### src/rtl/ucd_ssd_pkg.sv
// Shared types and constants for the up/down counter and its seven-segment scan driver.
// Latency: n/a (types and constants only).
// Backpressure: n/a.
//
// Contents: counting-mode enum, active-low segment table (bit0 = a ... bit6 = g),
// and the all-segments-off blank pattern.
package ucd_ssd_pkg;

    typedef enum logic [1:0] {
        MODE_HOLD = 2'd0,
        MODE_HEX  = 2'd1,
        MODE_BCD  = 2'd2
    } mode_t;

    localparam logic [6:0] SEG_BLANK = 7'h7F;

    // Packed so that SEG_TABLE[n] is the pattern for nibble n; listed F down to 0.
    localparam logic [15:0][6:0] SEG_TABLE = {
        7'h0E, 7'h06, 7'h21, 7'h46,   // F E d C
        7'h03, 7'h08, 7'h10, 7'h00,   // b A 9 8
        7'h78, 7'h02, 7'h12, 7'h19,   // 7 6 5 4
        7'h30, 7'h24, 7'h79, 7'h40    // 3 2 1 0
    };

endpackage

### src/rtl/ucd_tick_gen.sv
// Free-running clock divider producing a one-cycle enable strobe every DIV cycles.
// Latency: strobe is a combinational decode of the divider state (high while it equals DIV-1).
// Backpressure: none; runs continuously.
//
// Ports:
//   i_clk    board clock
//   i_rst_n  asynchronous active-low reset (divider cleared to 0)
//   o_tick   high for one cycle out of every DIV
module ucd_tick_gen #(
    parameter int DIV = 2
) (
    input  logic i_clk,
    input  logic i_rst_n,
    output logic o_tick
);

    localparam int             CW   = (DIV > 1) ? $clog2(DIV) : 1;
    localparam logic [CW-1:0]  LAST = CW'(DIV - 1);

    logic [CW-1:0] r_cnt;

    assign o_tick = (r_cnt == LAST);

    always_ff @(posedge i_clk or negedge i_rst_n) begin
        if (!i_rst_n) begin
            r_cnt <= '0;
        end else if (o_tick) begin
            r_cnt <= '0;
        end else begin
            r_cnt <= r_cnt + CW'(1);
        end
    end

endmodule

### src/rtl/ucd_ssd_mux.sv
// Multi-digit hex/BCD up/down counter with a time-multiplexed common-anode display driver.
// Latency: switches 2 cycles to mode/LEDs; count updates on the tick edge; cc/an update per digit slot.
// Backpressure: none; all timing derives from internal clock-enable ticks.
//
// Ports:
//   ucd_ssd_mux_clk / ucd_ssd_mux_rst       board clock, async active-low reset
//   ucd_ssd_mux_hex_en/_bcd_en/_sel         raw switches (hex mode, BCD mode, 1 = count up)
//   ucd_ssd_mux_*_led                       status LEDs (synchronised switches, inverted raw reset)
//   ucd_ssd_mux_cc [6:0]                    active-low segments of the digit being scanned
//   ucd_ssd_mux_an [DIGITS-1:0]             active-low anodes, bit0 = least significant digit
//   ucd_ssd_mux_tick                        count-tick strobe
module ucd_ssd_mux
    import ucd_ssd_pkg::*;
#(
    parameter int DIGITS   = 4,
    parameter int CNT_DIV  = 25_000_000,
    parameter int SCAN_DIV = 100_000
) (
    input  logic              ucd_ssd_mux_clk,
    input  logic              ucd_ssd_mux_rst,
    input  logic              ucd_ssd_mux_hex_en,
    input  logic              ucd_ssd_mux_bcd_en,
    input  logic              ucd_ssd_mux_sel,
    output logic              ucd_ssd_mux_rst_led,
    output logic              ucd_ssd_mux_hex_en_led,
    output logic              ucd_ssd_mux_bcd_en_led,
    output logic              ucd_ssd_mux_sel_led,
    output logic [6:0]        ucd_ssd_mux_cc,
    output logic [DIGITS-1:0] ucd_ssd_mux_an,
    output logic              ucd_ssd_mux_tick
);

    localparam int CW = 4 * DIGITS;
    localparam int IW = (DIGITS > 1) ? $clog2(DIGITS) : 1;

    // ---------------------------------------------------------------
    // Switch synchronisers: bit0 = hex_en, bit1 = bcd_en, bit2 = sel
    // ---------------------------------------------------------------
    logic [2:0] r_sync1;
    logic [2:0] r_sync2;

    always_ff @(posedge ucd_ssd_mux_clk or negedge ucd_ssd_mux_rst) begin
        if (!ucd_ssd_mux_rst) begin
            r_sync1 <= '0;
            r_sync2 <= '0;
        end else begin
            r_sync1 <= {ucd_ssd_mux_sel, ucd_ssd_mux_bcd_en, ucd_ssd_mux_hex_en};
            r_sync2 <= r_sync1;
        end
    end

    logic w_hex;
    logic w_bcd;
    logic w_up;

    assign w_hex = r_sync2[0];
    assign w_bcd = r_sync2[1];
    assign w_up  = r_sync2[2];

    assign ucd_ssd_mux_hex_en_led = w_hex;
    assign ucd_ssd_mux_bcd_en_led = w_bcd;
    assign ucd_ssd_mux_sel_led    = w_up;
    assign ucd_ssd_mux_rst_led    = ~ucd_ssd_mux_rst;

    mode_t w_mode;

    always_comb begin
        w_mode = MODE_HOLD;
        if (w_hex && !w_bcd) begin
            w_mode = MODE_HEX;
        end else if (w_bcd && !w_hex) begin
            w_mode = MODE_BCD;
        end
    end

    // ---------------------------------------------------------------
    // Tick generators
    // ---------------------------------------------------------------
    logic w_cnt_tick;
    logic w_scan_tick;

    ucd_tick_gen #(.DIV(CNT_DIV)) u_cnt_tick (
        .i_clk   (ucd_ssd_mux_clk),
        .i_rst_n (ucd_ssd_mux_rst),
        .o_tick  (w_cnt_tick)
    );

    ucd_tick_gen #(.DIV(SCAN_DIV)) u_scan_tick (
        .i_clk   (ucd_ssd_mux_clk),
        .i_rst_n (ucd_ssd_mux_rst),
        .o_tick  (w_scan_tick)
    );

    assign ucd_ssd_mux_tick = w_cnt_tick;

    // ---------------------------------------------------------------
    // Next-value logic
    // ---------------------------------------------------------------
    logic [CW-1:0]     r_count;
    mode_t             r_last_mode;
    logic [CW-1:0]     w_hex_next;
    logic [CW-1:0]     w_bcd_next;
    logic [DIGITS-1:0] w_is9;
    logic [DIGITS-1:0] w_is0;
    logic [DIGITS-1:0] w_cin;

    assign w_hex_next = w_up ? (r_count + CW'(1)) : (r_count - CW'(1));

    // Carry into digit i is decided from the lower digits directly (all 9s going
    // up, all 0s going down) rather than rippled through a chain of nets.
    for (genvar i = 0; i < DIGITS; i++) begin : g_bcd
        logic [3:0] w_dig;

        assign w_dig    = r_count[4*i +: 4];
        assign w_is9[i] = (w_dig == 4'd9);
        assign w_is0[i] = (w_dig == 4'd0);

        if (i == 0) begin : g_lsd
            assign w_cin[i] = 1'b1;
        end else begin : g_upper
            assign w_cin[i] = w_up ? (&w_is9[i-1:0]) : (&w_is0[i-1:0]);
        end

        assign w_bcd_next[4*i +: 4] =
            !w_cin[i] ? w_dig :
            w_up      ? (w_is9[i] ? 4'd0 : w_dig + 4'd1) :
                        (w_is0[i] ? 4'd9 : w_dig - 4'd1);
    end

    // A tick in a counting mode different from the last one restarts from zero;
    // HOLD freezes the value and leaves the remembered mode alone.
    always_ff @(posedge ucd_ssd_mux_clk or negedge ucd_ssd_mux_rst) begin
        if (!ucd_ssd_mux_rst) begin
            r_count     <= '0;
            r_last_mode <= MODE_HOLD;
        end else if (w_cnt_tick && (w_mode != MODE_HOLD)) begin
            if (w_mode != r_last_mode) begin
                r_count     <= '0;
                r_last_mode <= w_mode;
            end else if (w_mode == MODE_HEX) begin
                r_count <= w_hex_next;
            end else begin
                r_count <= w_bcd_next;
            end
        end
    end

    // ---------------------------------------------------------------
    // Display scan: anode and segments register together each slot
    // ---------------------------------------------------------------
    logic [IW-1:0]     r_idx;
    logic [DIGITS-1:0] r_an;
    logic [6:0]        r_cc;
    logic [3:0]        w_cur_nib;

    assign w_cur_nib = r_count[4*r_idx +: 4];

    always_ff @(posedge ucd_ssd_mux_clk or negedge ucd_ssd_mux_rst) begin
        if (!ucd_ssd_mux_rst) begin
            r_idx <= '0;
            r_an  <= '1;
            r_cc  <= SEG_BLANK;
        end else if (w_scan_tick) begin
            r_an  <= ~(DIGITS'(1) << r_idx);
            r_cc  <= SEG_TABLE[w_cur_nib];
            r_idx <= (r_idx == IW'(DIGITS - 1)) ? '0 : r_idx + IW'(1);
        end
    end

    assign ucd_ssd_mux_an = r_an;
    assign ucd_ssd_mux_cc = r_cc;

endmodule

### config.mk
export PLATFORM = sky130hd
export DESIGN_NAME = ucd_ssd_mux
export DESIGN_NICKNAME = d
export VERILOG_FILES = /design/src/rtl/ucd_ssd_pkg.sv /design/src/rtl/ucd_tick_gen.sv /design/src/rtl/ucd_ssd_mux.sv
export SDC_FILE = /design/constraint.sdc
export NUM_CORES = 1
export LEC_CHECK = 0
export CORE_ASPECT_RATIO = 0.9
export CORE_MARGIN = 8
export CORE_UTILIZATION = 27
export DETAILED_ROUTE_END_ITERATION = 12
export GPL_ROUTABILITY_DRIVEN = 0
export PLACE_DENSITY = 0.48
export SLEW_MARGIN = 20
export SYNTH_ARGS = -nofsm -noshare
export SYNTH_HDL_FRONTEND = slang
export SYNTH_SLANG_ARGS = --single-unit
### constraint.sdc
create_clock -name ucd_ssd_mux_clk -period 2.9 [get_ports ucd_ssd_mux_clk]
set_input_delay 0.58 -clock ucd_ssd_mux_clk [delete_from_list [all_inputs] [get_ports ucd_ssd_mux_clk]]
set_output_delay 0.58 -clock ucd_ssd_mux_clk [all_outputs]
set_load 0.01 [all_outputs]
Word-level counts from Yosys, hierarchy flattened

Memories as Yosys holds them, arrays and structs flattened. A register that Yosys moved wholly into a read port is not among the register bits.
Index checks and enable logic that the tools add are counted.

Add/subtract/negate cells: 13
Reduce and logical (&&, ||, !) cells: 22
Equal/unequal tests: 9
Multiplexer cells: 26
Shift-type cells: 2
Bitwise logic cells: 2

Operators by type and width:

| kind                  | number |
|---|---|
| $mux 4                | 15 |
| $mux 16               | 3 |
| $add 25x1->25 const B | 1 |
| $eq 25x25->1 const B  | 1 |
| $mux 25               | 1 |
| $add 17x1->17 const B | 1 |
| $eq 17x17->1 const B  | 1 |
| $mux 17               | 1 |
| $add 16x1->16 const B | 1 |
| $add 4x1->4 const B   | 4 |
| $eq 4x4->1 const B    | 4 |
| $logic_not 4->1       | 4 |
| $shiftx 16x5->4       | 1 |
| $sub 16x1->16 const B | 1 |
| $sub 4x1->4 const B   | 4 |
| $reduce_and 2->1      | 6 |
| $reduce_bool 3->1     | 3 |
| $mux 2                | 3 |
| $reduce_and 3->1      | 2 |
| $not 4->4             | 1 |
| $shl 1x2->4 const A   | 1 |
| $logic_and 1x1->1     | 3 |
| $logic_not 1->1       | 3 |
| $mux 1                | 3 |
| other kinds (6)       | 6 |

Bits in read-only memories: 112
Input bits: 5
Output and inout port bits: 16
Bits in registers: 72
Memories kept: 1

Memory list:

| name             | depth | bits a word | rd ports | clocked after memory_dff | write ports | RTL line           | RTL |
|---|---|---|---|---|---|---|---|
| (name not given) | 16    | 7           | 1        | 1                        | 0           | ucd_ssd_mux.sv:165 | `r_cc <= SEG_TABLE[w_cur_nib];` |

Longest topological paths before layout

Depth after elaboration: 7
Depth in mapped cells: 11
Gate-level depth less buffers: 9

Hierarchy

From an unflattened synthesis, not the netlist that was laid out.

Cells, all modules: 602
Area total of the unflattened synthesis: 5,585.4 um^2

Modules (own cells, without submodules):

| module                      | sequential area each (um^2) | instances | cells an instance | area each (um^2) |
|---|---|---|---|---|
| ucd_ssd_mux                 | 939.7                       | 1         | 399               | 3,477.1 |
| ucd_tick_gen at u_cnt_tick  | 625.6                       | 1         | 129               | 1,315.0 |
| ucd_tick_gen at u_scan_tick | 425.4                       | 1         | 74                | 793.3 |

Worst setup path after synthesis

Ideal clock, no wire load.

Path type: register -> register
Start: reg r_sync2[2]
End: reg r_count[15]
Path buffers: 2
Period minus slack after synthesis: 3,103 ps
Path slack: -203 ps
Arrival time: 2,972 ps
Setup time: 132 ps
Stages on the path, launching flop included: 12
Cell sequence: dfrtp_1 clkbuf_1 buf_1 inv_1 ha_1 a211o_1 a21o_1 o21ai_1 nand3_1 xnor2_1 mux2i_1 or3b_1

Longest elaborated chain between the ends: 4
Elaborated cells between the ends (all ways): 8
Those cells by class: mux (6); reduce/logical (2)

RTL lines:

| item                   | RTL line           | RTL |
|---|---|---|
| from (decl)            | ucd_ssd_mux.sv:40  | `logic [2:0] r_sync2;` |
| from (signal assigned) | ucd_ssd_mux.sv:48  | `r_sync2 <= r_sync1;` |
| $mux 4                 | ucd_ssd_mux.sv:126 | `w_up ? (w_is9[i] ? 4'd0 : w_dig + 4'd1) :` |
| $mux 4                 | ucd_ssd_mux.sv:125 | `!w_cin[i] ? w_dig :` |
| $mux 16                | ucd_ssd_mux.sv:140 | `end else if (w_mode == MODE_HEX) begin` |
| $mux 16                | ucd_ssd_mux.sv:137 | `if (w_mode != r_last_mode) begin` |
| to (signal assigned)   | ucd_ssd_mux.sv:141 | `r_count <= w_hex_next;` |
| to (signal assigned)   | ucd_ssd_mux.sv:143 | `r_count <= w_bcd_next;` |
| to (decl)              | ucd_ssd_mux.sv:99  | `logic [CW-1:0] r_count;` |

Several ways; a longest one is shown, not always the timed one. The select of a mux whose other input is x is not followed.
A chain may end at the register's enable or synchronous reset.

Worst setup path after layout

Start: reg u_cnt_tick.r_cnt[9]
End: out ucd_ssd_mux_tick

Longest elaborated chain between the ends: 1

RTL lines:

| item                   | RTL line           | RTL |
|---|---|---|
| from (decl)            | ucd_tick_gen.sv:20 | `logic [CW-1:0] r_cnt;` |
| from (signal assigned) | ucd_tick_gen.sv:30 | `r_cnt <= r_cnt + CW'(1);` |
| $eq 25x25->1           | ucd_tick_gen.sv:22 | `assign o_tick = (r_cnt == LAST);` |
| to (decl)              | ucd_ssd_mux.sv:30  | `output logic ucd_ssd_mux_tick` |

No other way between the ends.

==> impl_metrics.ini <==
[clock_network]
path_clk_slew_ns = 0.06
clockRootBuffer = clkbuf_16
clkSinkCount = 79
clock_path_buffers = 2
clkLatencyLatePin_ns = 0.34
numCtsBuffers = 9
htreeDepth = 3
postCtsHoldBufs = 0
cts_tree = done
cts_setup_buffers = 0

[yosys]
synth_nets = 656
yosys_warnings = 0
synth_edf_count = 0
synth-seq-cells = 79
syn_inst = 609
synth_area_um2 = 5420
ys_seq_area_share_pct = 36.73
synthFlopType = dfrtp_1
avgSynthCellArea_um2 = 8.900
synth.distinct_cells = 58
synthArstFlopShare_pct = 100.0

[grt]
track_usage_pct = 10.75
antenna_found_initial = 0
grt_pass1_wl_mm = 21.62
grt_max_degree = 80
grt_pass1_vias = 4360
grt_overflow_total = 0

[placement]
place_inst = 873
placed_cell_area_um2 = 5928
dp_slack_ns = 0.3483
port_buffers = 20
hpwl_mm = 9.169

[routing]
dr.pass1.iters = 5
drtIter0Drc = 309
drc = 0
wl_per_cell_um = 14.29
antenna_left = 0
vias = 4414
drt_wl_total_mm = 12.70
vias_per_cell = 4.965

[sta]
relSlewSlack_pct = 49.91
setup_tns_ns = 0
finalHoldViolCount = 0
rsz0062_at_grt = no
final-setup-viol-count = 0
fin_crit_ns = 2.794
setup_ws_ns = 0.1060
finClkSkew_ns = 0.008641
maxSlewViolCount = 0
worst_pin_slew_ns = 0.7513
finalCritPeriodShare_pct = 96.35
max_freq_mhz = 357.9

[cells_and_area]
diodes = 0
drive_gt1_share_pct = 9.306
fin_util_pct = 31.70
final_cell_mix = nand2_1, dfrtp_1, nor2_1, ha_1, nand3_1
fin_area_um2 = 6297
multi_input_area_um2 = 3271
nets = 676
final_common_cell = nand2_1
stdcell_count = 889
area_growth_pct = 16.18
n_fill_cell = 2111
seqCellArea_um2 = 1991

[hold_path]
min_path_type = reg -> reg

[die]
start_util_pct = 27.29
die_area_um2 = 24870
rows = 49
die_w_um = 165.4
io_pins = 21
die_h_um = 150.4
design.core.area_um2 = 19860

[worst_setup_path]
crit_path_end_kind = output pin
worstPathMaxFanout = 4
critPathArrivalTime_ns = 2.21
critPathLaunchType = flop
cp.required_ns = 2.32
worstSetupPathType = reg -> out

[power]
p_leak_uw = 0.002769
p_sw_uw = 570.1
clkPwrFrac_pct = 52.1
p_int_uw = 2022
pwr-share-comb_pct = 5.1
peakVddDrop_mv = 0.3271
power_density_nw_per_um2 = 411.6
seqPwrFrac_pct = 42.8
switching_share_pct = 22.00

[status]
status = finished clean

[run]
maxCapViolations = 0
-- metal layers --
layer	GRT usage [%]	wire length (µm)
met2	16.62	5619
met5	0	0
met1	14.64	6376
met4	3.033	145
met3	2.624	558
-- synth_stat cells (2+ instances only) --
| cell type | number | area (µm²) |
|---|---|---|
| mux2_2 | 6 | 67.56 |
| dfrtp_1 | 68 | 1702 |
| mux2i_1 | 9 | 90.09 |
| and2_1 | 3 | 18.77 |
| a22o_1 | 3 | 26.28 |
| dfstp_2 | 11 | 289.0 |
| xor2_1 | 23 | 201.4 |
| o22ai_1 | 3 | 18.77 |
| xnor2_1 | 27 | 236.5 |
| a21oi_1 | 25 | 125.1 |
| mux4_2 | 4 | 90.09 |
| inv_1 | 23 | 86.33 |
| a31oi_1 | 3 | 18.77 |
| nand3_1 | 33 | 165.2 |
| a211o_1 | 2 | 17.52 |
| mux2_4 | 2 | 30.03 |
| or3_1 | 7 | 43.79 |
| nand2_1 | 83 | 311.6 |
| o31ai_1 | 2 | 15.01 |
| ha_1 | 41 | 513.0 |
| o21ai_0 | 32 | 160.2 |
| nand2b_1 | 5 | 31.28 |
| and3_1 | 15 | 93.84 |
| a211oi_1 | 10 | 75.07 |
| nor4_1 | 4 | 25.02 |
| nor4b_1 | 4 | 35.03 |
| nor3_1 | 8 | 40.04 |
| nor2_1 | 61 | 229.0 |
| buf_1 | 2 | 7.510 |
| nand4_1 | 7 | 43.79 |
| clkbuf_1 | 17 | 63.81 |
| nor2b_1 | 12 | 75.07 |
| and4_1 | 3 | 26.28 |
| o21ai_1 | 7 | 35.03 |
| o21a_1 | 4 | 30.03 |
| a21o_1 | 13 | 97.59 |
| o21bai_1 | 3 | 22.52 |
| a221oi_1 | 4 | 35.03 |
-- flip-flops by register name, indices dropped and copies added (netlist names) --
name and cells:
u_cnt_tick.r_cnt 25, ucd_ssd_mux_cc 7, r_count 16, ucd_ssd_mux_an 4
r_sync1 3, r_idx 2, r_sync2 3, u_scan_tick.r_cnt 17
r_last_mode 2
-- critical path, stage by stage (launching register included) --
cell and delay [ns]:
dfrtp_1 0.42, nor4_1 0.49, nand4_4 0.18, nor2_1 0.21, clkdlybuf4s50_1 0.58
-- final cells by class --
class | count | share of cell area, %
clock buffer | 10 | 3.795
clock inverter | 6 | 1.828
inverter | 23 | 1.371
multi-input combinational | 486 | 51.94
sequential | 79 | 31.61
tap | 255 | 5.067
timing repair buffer | 30 | 4.391
-- final timing paths --
kind                                                from                              to  slack [ns]  cells past startpoint
max                        u_cnt_tick.r_cnt[9]$_DFF_PN0_                ucd_ssd_mux_tick        0.11                      4
min                                 r_sync1[1]$_DFF_PN0_            r_sync2[1]$_DFF_PN0_        0.35                      0
max reg2reg                         r_sync2[2]$_DFF_PN0_         r_count[12]$_DFFE_PN0P_        0.34                      9
min reg2reg                         r_sync1[1]$_DFF_PN0_            r_sync2[1]$_DFF_PN0_        0.35                      0
max in group asynchronous                ucd_ssd_mux_rst          r_count[2]$_DFFE_PN0P_        1.99                      2
min in group asynchronous                ucd_ssd_mux_rst  u_scan_tick.r_cnt[3]$_DFF_PN0_        0.38                      2
-- kinds of logic after synthesis --
logic type / Yosys count / synth area share [%]
simple gates: 253 / 22.58
compound gates: 120 / 14.52
flops: 79 / 36.73
buf+inv: 44 / 3.139
mux: 21 / 5.125
xor+xnor: 50 / 8.079
fa+ha+maj: 42 / 9.834
-- power groups by stage --
stage,logic (µW),clock network [µW],registers [µW]
6_report,133,1350,1110
5_1_grt,149,1450,1110
4_1_cts,136,1410,1110
3_5_place_dp,135,0,1130
3_3_place_gp,133,0,1130
2_1_floorplan,75.7,0,1130
-- stage by stage --
| step | hold slack [ns] | total power, µW |
|---|---|---|
| CTS | 0.3491 | 2655 |
| finish | 0.3467 | 2592 |
| global route | 0.3597 | 2704 |
| floorplan | 0.2844 | 1206 |
| detailed placement | 0.3347 | 1264 |
| global placement | 0.3352 | 1262 |
-- repair_timing --
item | CTS | global route
setup endpoints to repair | 1 | 1
hold endpoints to repair | 0 | 0
gates resized for setup | 1 | 2
Note: power is estimated with default switching activity, not from simulation.
